$ cat src/rtl/mm_pkg.sv
// Shared types and helpers for the matmul result reader.
// Holds the FSM encoding, the result element type and index sizing.
package mm_pkg;

  typedef enum logic [1:0] {
    IDLE,
    WAIT,
    STREAM
  } state_t;

  localparam int BW_DEF = 8;

  typedef logic [2*BW_DEF-1:0] res_t;

  function automatic int idx_w(int n);
    return (n * n > 1) ? $clog2(n * n) : 1;
  endfunction

endpackage

$ cat src/rtl/matmul_result_reader_if.sv
// Valid/ready stream carrying one result element per transfer.
// The reader drives the master side; the consumer is the slave.
interface matmul_result_reader_if #(
  parameter int DW = 16,
  parameter int IW = 4
);

  logic          out_valid;
  logic          out_ready;
  logic [DW-1:0] out_data;
  logic [IW-1:0] out_idx;
  logic          out_last;

  modport master (
    output out_valid,
    output out_data,
    output out_idx,
    output out_last,
    input  out_ready
  );

  modport slave (
    input  out_valid,
    input  out_data,
    input  out_idx,
    input  out_last,
    output out_ready
  );

endinterface

$ cat src/rtl/matmul_result_reader_timer.sv
// Pipeline latency timer: loads LATENCY-1, counts down to zero.
// The zero flag marks the cycle before results are captured.
module latency_timer #(
  parameter int LATENCY = 7
) (
  input  logic clk,
  input  logic rst_n,
  input  logic i_load,
  output logic o_zero
);

  localparam int CW =
    (LATENCY > 1) ? $clog2(LATENCY) : 1;
  localparam logic [CW-1:0] LOAD_V =
    CW'(LATENCY - 1);

  logic [CW-1:0] r_cnt;

  always_ff @(posedge clk or negedge rst_n) begin
    if (!rst_n) begin
      r_cnt <= '0;
    end else if (i_load) begin
      r_cnt <= LOAD_V;
    end else if (r_cnt != '0) begin
      r_cnt <= r_cnt - CW'(1);
    end
  end

  assign o_zero = (r_cnt == '0);

endmodule

$ cat src/rtl/matmul_result_reader.sv
// Snapshots the multiplier result array after a fixed latency
// and streams the elements out in row-major order.
module matmul_result_reader
  import mm_pkg::*;
#(
  parameter int N        = 3,
  parameter int BitWidth = 8,
  parameter int LATENCY  = 2 * N + 1,
  parameter int IDX_W    = idx_w(N)
) (
  input  logic                        clk,
  input  logic                        reset_n,
  input  logic                        start,
  input  logic [N*N*2*BitWidth-1:0]   res_in,
  output logic                        busy,
  matmul_result_reader_if.master      o_s
);

  localparam int RW = 2 * BitWidth;
  localparam int NE = N * N;
  localparam logic [IDX_W-1:0] LAST =
    IDX_W'(NE - 1);

  state_t            r_state;
  logic [RW-1:0]     r_buf [NE];
  logic [IDX_W-1:0]  r_idx;
  logic              r_valid;
  logic [RW-1:0]     r_data;
  logic              r_last;

  logic              w_xfer;
  logic              w_end;
  logic              w_load;
  logic              w_zero;
  logic [IDX_W-1:0]  w_idx_nxt;

  assign w_xfer    = r_valid & o_s.out_ready;
  assign w_end     = w_xfer & (r_idx == LAST);
  assign w_load    = start &
                     ((r_state == IDLE) | w_end);
  assign w_idx_nxt = r_idx + IDX_W'(1);

  latency_timer #(
    .LATENCY (LATENCY)
  ) u_tmr (
    .clk    (clk),
    .rst_n  (reset_n),
    .i_load (w_load),
    .o_zero (w_zero)
  );

  always_ff @(posedge clk or negedge reset_n) begin
    if (!reset_n) begin
      r_state <= IDLE;
      r_idx   <= '0;
      r_valid <= 1'b0;
      r_data  <= '0;
      r_last  <= 1'b0;
      for (int k = 0; k < NE; k++) begin
        r_buf[k] <= '0;
      end
    end else begin
      unique case (1'b1)
        (r_state == IDLE): begin
          if (start) r_state <= WAIT;
        end
        (r_state == WAIT): begin
          if (w_zero) begin
            for (int k = 0; k < NE; k++) begin
              r_buf[k] <= res_in[k*RW +: RW];
            end
            r_idx   <= '0;
            r_valid <= 1'b1;
            r_data  <= res_in[RW-1:0];
            r_last  <= (NE == 1);
            r_state <= STREAM;
          end
        end
        (r_state == STREAM): begin
          if (w_end) begin
            r_valid <= 1'b0;
            r_idx   <= '0;
            r_data  <= '0;
            r_last  <= 1'b0;
            r_state <= start ? WAIT : IDLE;
          end else if (w_xfer) begin
            r_idx   <= w_idx_nxt;
            r_data  <= r_buf[w_idx_nxt];
            r_last  <= (w_idx_nxt == LAST);
          end
        end
        default: r_state <= IDLE;
      endcase
    end
  end

  assign busy          = (r_state != IDLE);
  assign o_s.out_valid = r_valid;
  assign o_s.out_data  = r_data;
  assign o_s.out_idx   = r_idx;
  assign o_s.out_last  = r_last;

endmodule
$ cat src/flat_wrapper.sv
// flat-port wrapper written by rule: the top's interface ports become plain ports
module matmul_result_reader_flat import mm_pkg::*;
#(
  parameter int N        = 3,
  parameter int BitWidth = 8,
  parameter int LATENCY  = 2 * N + 1,
  parameter int IDX_W    = idx_w(N)
)
  (clk, reset_n, start, res_in, busy, o_s_out_valid, o_s_out_data, o_s_out_idx, o_s_out_last, o_s_out_ready);
  matmul_result_reader_if o_s_i ();
  input  logic clk;
  input  logic reset_n;
  input  logic start;
  input  logic [N*N*2*BitWidth-1:0] res_in;
  output logic busy;
  output wire logic [$bits(o_s_i.out_valid)-1:0] o_s_out_valid;
  output wire logic [$bits(o_s_i.out_data)-1:0] o_s_out_data;
  output wire logic [$bits(o_s_i.out_idx)-1:0] o_s_out_idx;
  output wire logic [$bits(o_s_i.out_last)-1:0] o_s_out_last;
  input wire logic [$bits(o_s_i.out_ready)-1:0] o_s_out_ready;
  assign o_s_out_valid = o_s_i.out_valid;
  assign o_s_out_data = o_s_i.out_data;
  assign o_s_out_idx = o_s_i.out_idx;
  assign o_s_out_last = o_s_i.out_last;
  assign o_s_i.out_ready = o_s_out_ready;
  matmul_result_reader #(.N(N), .BitWidth(BitWidth), .LATENCY(LATENCY), .IDX_W(IDX_W)) u_core (.clk(clk), .reset_n(reset_n), .start(start), .res_in(res_in), .busy(busy), .o_s(o_s_i));
endmodule
$ cat config.mk
export PLATFORM = sky130hd
export DESIGN_NAME = matmul_result_reader_flat
export DESIGN_NICKNAME = d
export VERILOG_FILES = /design/src/rtl/mm_pkg.sv /design/src/rtl/matmul_result_reader_if.sv /design/src/rtl/matmul_result_reader_timer.sv /design/src/rtl/matmul_result_reader.sv /design/src/flat_wrapper.sv
export SDC_FILE = /design/constraint.sdc
export NUM_CORES = 1
export LEC_CHECK = 0
export CAP_MARGIN = 20
export CORE_UTILIZATION = 45
export CTS_BUF_LIST = sky130_fd_sc_hd__clkbuf_8
export CTS_CLUSTER_SIZE = 12
export DETAILED_ROUTE_END_ITERATION = 10
export PLACE_DENSITY = 0.72
export SKIP_CTS_REPAIR_TIMING = 1
export SLEW_MARGIN = 5
export SYNTH_ARGS = -nofsm -noshare
export SYNTH_HDL_FRONTEND = slang
export SYNTH_SLANG_ARGS = --single-unit
$ cat constraint.sdc
create_clock -name clk -period 2.5 [get_ports clk]
set_input_delay 0.25 -clock clk [delete_from_list [all_inputs] [get_ports clk]]
set_output_delay 0.25 -clock clk [all_outputs]
set_load 0.02 [all_outputs]
==> impl_metrics.csv <==
group,metric,value,unit
status,status,"finished clean",
logic_synthesis,synth-edff-count,0,
global_route,grt_antenna_before_repair,0,
critical_path,startpoint_type,"flip-flop",
clock_tree,cts_buffer_depth,2,
global_route,grt_max_degree,73,
logic_synthesis,synth_common_cells,"177 x mux2_2, 171 x dfrtp_1, 32 x mux4_1",
timing,slew_violations,0,
logic_synthesis,synthDistinctLibCells,36,
critical_path,reg2reg_depth,6,
finish,drive_above_1_share,33.00,%
logic_synthesis,yosysTopAreaCellShare,52.95,%
clock_tree,cts_tree,"done",
logic_synthesis,synth_area,8082,µm²
timing,hold_viol,0,
timing,min_period,2.324,ns
drt,wl,19.38,mm
clock_tree,clock_sinks,171,
global_route,grt_pass1_wl,29.88,mm
logic_synthesis,yosysSeqAreaShare,52.95,%
die,coreArea,17420,µm²
logic_synthesis,synthArstFlopShare,100.0,%
logic_synthesis,ys_ff_latch,171,
timing,worstMarginPinSlew,0.6939,ns
drt,drtAntennaViolNets,0,
logic_synthesis,synthFlopType,"dfrtp_1",
die,die_h,136.0,µm
logic_synthesis,yosysWarnings,0,
global_route,grt.overflow.total,0,
drt,drt_first_pass_iters,4,
timing,rsz0062_at_grt,"false",
die,dieArea,18500,µm²
clock_tree,cts-root-buf,"clkbuf_8",
logic_synthesis,synth_area_per_cell,15.63,µm²
logic_synthesis,synth_area_leader_cell,"dfrtp_1",
clock_tree,cts_buffers,17,
finish,nets,851,
critical_path,endpoint_kind,"flip-flop",
placed_design,place_congestion,0.8539,
placed_design,dp_hpwl,14.18,mm
critical_path,worst-setup-path-type,"flip-flop to flip-flop",
flow_run,timing.max_cap.violations,0,
clock_tree,clock_latency,0.46,ns
die,rows,48,
critical_path,r2r-end,"u_core.o_s.out_data[8]",
timing,period_share,92.95,%
logic_synthesis,post-synth-top-count-cell,"mux2_2",
clock_tree,cts_max_level,4,
placed_design,port-buffer-count,170,
die,die_x,136.0,µm
die,start_util,46.40,%
drt,drc,0,
logic_synthesis,syn_inst,517,
drt,dr.first_iter.drc_count,258,
min_path,hold_class,"input port to async pin",
power_and_ir_drop,power,0.01094,W
critical_path,rr_startpoint,"u_core.o_s.out_idx[1]",
timing,finalSetupViolations,0,
die,top_level_ports,171,
timing,setup_tns,0,ns
timing,max_freq,430.3,MHz
critical_path,cp_data_required_time,2.85,ns
drt,wl_per_cell,20.82,µm
power_and_ir_drop,leakage,4.410,nW
critical_path,crit_path_max_fanout,32,
critical_path,r2r_setup_slack,0.18,ns
clock_tree,path_clk_slew,0.09,ns
finish,n_antenna_cell,0,
logic_synthesis,synth_nets,675,
logic_synthesis,synth_area_leaders,"dfrtp_1 53%, mux2_2 25%, mux4_1 10%",
timing,clock_skew,0.009330,ns
timing,slew_headroom,53.74,%
power_and_ir_drop,vdd_ir_drop_max,0.5587,mV
global_route,grt.total_usage,22.16,%
finish,area_growth,29.76,%
drt,vias_per_cell,5.488,
global_route,first_global_vias,5383,
finish,fill_cells,1329,
critical_path,arrival,2.67,ns
drt,vias,5109,
power_and_ir_drop,power.density,1043,nW/µm²
## worst max-delay path: stages (launching register included)
cell and delay, ns:
dfrtp_1 0.45, ha_1 0.31, xnor2_4 0.23, buf_12 0.23
mux4_1 0.39, mux2_2 0.30, a221o_1 0.28
## worst max-delay path by stage
stage	from	to	slack, ns	cells after the start
4_1_cts	u_core.o_s.out_idx[1]	u_core.o_s.out_data[8]	0.19	6
6_report	u_core.o_s.out_idx[1]	u_core.o_s.out_data[8]	0.18	6
3_3_place_gp	u_core.o_s.out_idx[1]	u_core.o_s.out_data[8]	0.22	6
2_1_floorplan	u_core.o_s.out_idx[0]	u_core.o_s.out_data[10]	0.11	8
5_1_grt	u_core.o_s.out_idx[1]	u_core.o_s.out_data[14]	0.11	6
3_5_place_dp	u_core.o_s.out_idx[1]	u_core.o_s.out_data[8]	0.21	6
## cell families (layout without fill, tap and decap cells)
family | count (synthesis) | in the layout | share of synthesized area (%)
xor+xnor | 4 | 4 | 0.5265
simple gates | 47 | 47 | 3.236
fa+ha+maj | 10 | 10 | 1.548
buf+inv | 42 | 231 | 2.849
flops | 171 | 171 | 52.95
mux | 211 | 211 | 35.32
compound gates | 32 | 32 | 3.576
## cells in the final DEF (no fill, tap or decap), types with 2 or more instances in the layout
cell type | synthesis | layout
a21oi_1 | 2 | 2
inv_6 | 0 | 4
nor2_1 | 6 | 5
a21o_1 | 2 | 2
a31oi_1 | 3 | 3
buf_4 | 3 | 10
inv_1 | 11 | 11
mux4_1 | 32 | 32
a221o_1 | 14 | 14
nand3_1 | 3 | 3
a211o_1 | 2 | 2
clkdlybuf4s50_1 | 0 | 169
xnor2_1 | 2 | 2
dfrtp_1 | 171 | 170
buf_12 | 0 | 6
mux2i_1 | 2 | 2
nand3b_1 | 3 | 3
nor3b_1 | 2 | 2
nor2b_1 | 18 | 18
o21ai_0 | 3 | 3
clkinvlp_4 | 0 | 4
nand2_1 | 9 | 9
ha_1 | 10 | 10
o211ai_1 | 2 | 2
nor4_1 | 2 | 2
clkinv_4 | 0 | 3
mux2_2 | 177 | 177
clkbuf_8 | 0 | 18
## flip-flops by register name, indices dropped and copies added (netlist names)
name / cells
u_core.o_s.out_valid: 1
u_core.o_s.out_idx: 4
u_core.u_tmr.r_cnt: 3
u_core.o_s.out_last: 1
u_core.r_state: 2
u_core.r_buf: 144
u_core.o_s.out_data: 16
## final cells by class
cell class                 instances  area [µm²]  share of cell area, %
clock buffer                      18       247.7                  2.362
sequential                       171        4280                  40.82
clock inverter                    14       137.6                  1.312
inverter                          12       45.04                 0.4295
multi-input combinational        304        3586                  34.20
timing repair buffer             187        1908                  18.20
tap                              225       281.5                  2.685
## power by group
group / leakage (nW) / switching [W] / internal [W]
Clock: 0.185 / 0.00106 / 0.000834
Combinational: 2.22 / 0.00153 / 0.00256
Sequential: 2.01 / 0.000809 / 0.00415
Total: 4.41 / 0.00340 / 0.00754
## stage by stage
stage | hold WS (ns) | instance area, µm² | cells | setup WS, ns | util, %
3_5_place_dp | 0.3165 | 10090 | 898 | 0.2140 | 57.94
2_1_floorplan | -0.04559 | 8082 | 517 | 0.1097 | -
3_3_place_gp | 0.3011 | 10090 | 898 | 0.2230 | 57.94
4_1_cts | -0.1890 | 10480 | 930 | 0.1926 | 60.15
5_1_grt | 0.3788 | 10490 | 931 | 0.1071 | 60.21
6_report | 0.3670 | 10490 | 931 | 0.1762 | 60.21
## routing by layer
layer  vias to the layer above  GRT usage [%]  part of all wire (%)
met2                       178          33.36                    45
met4                         0          7.901                   1.9
met5                         -              0                     0
li1                       2292              -                     -
met3                        24          3.803                   5.4
met1                      2615          32.26                    47
Note: power is estimated with default switching activity, not from simulation.
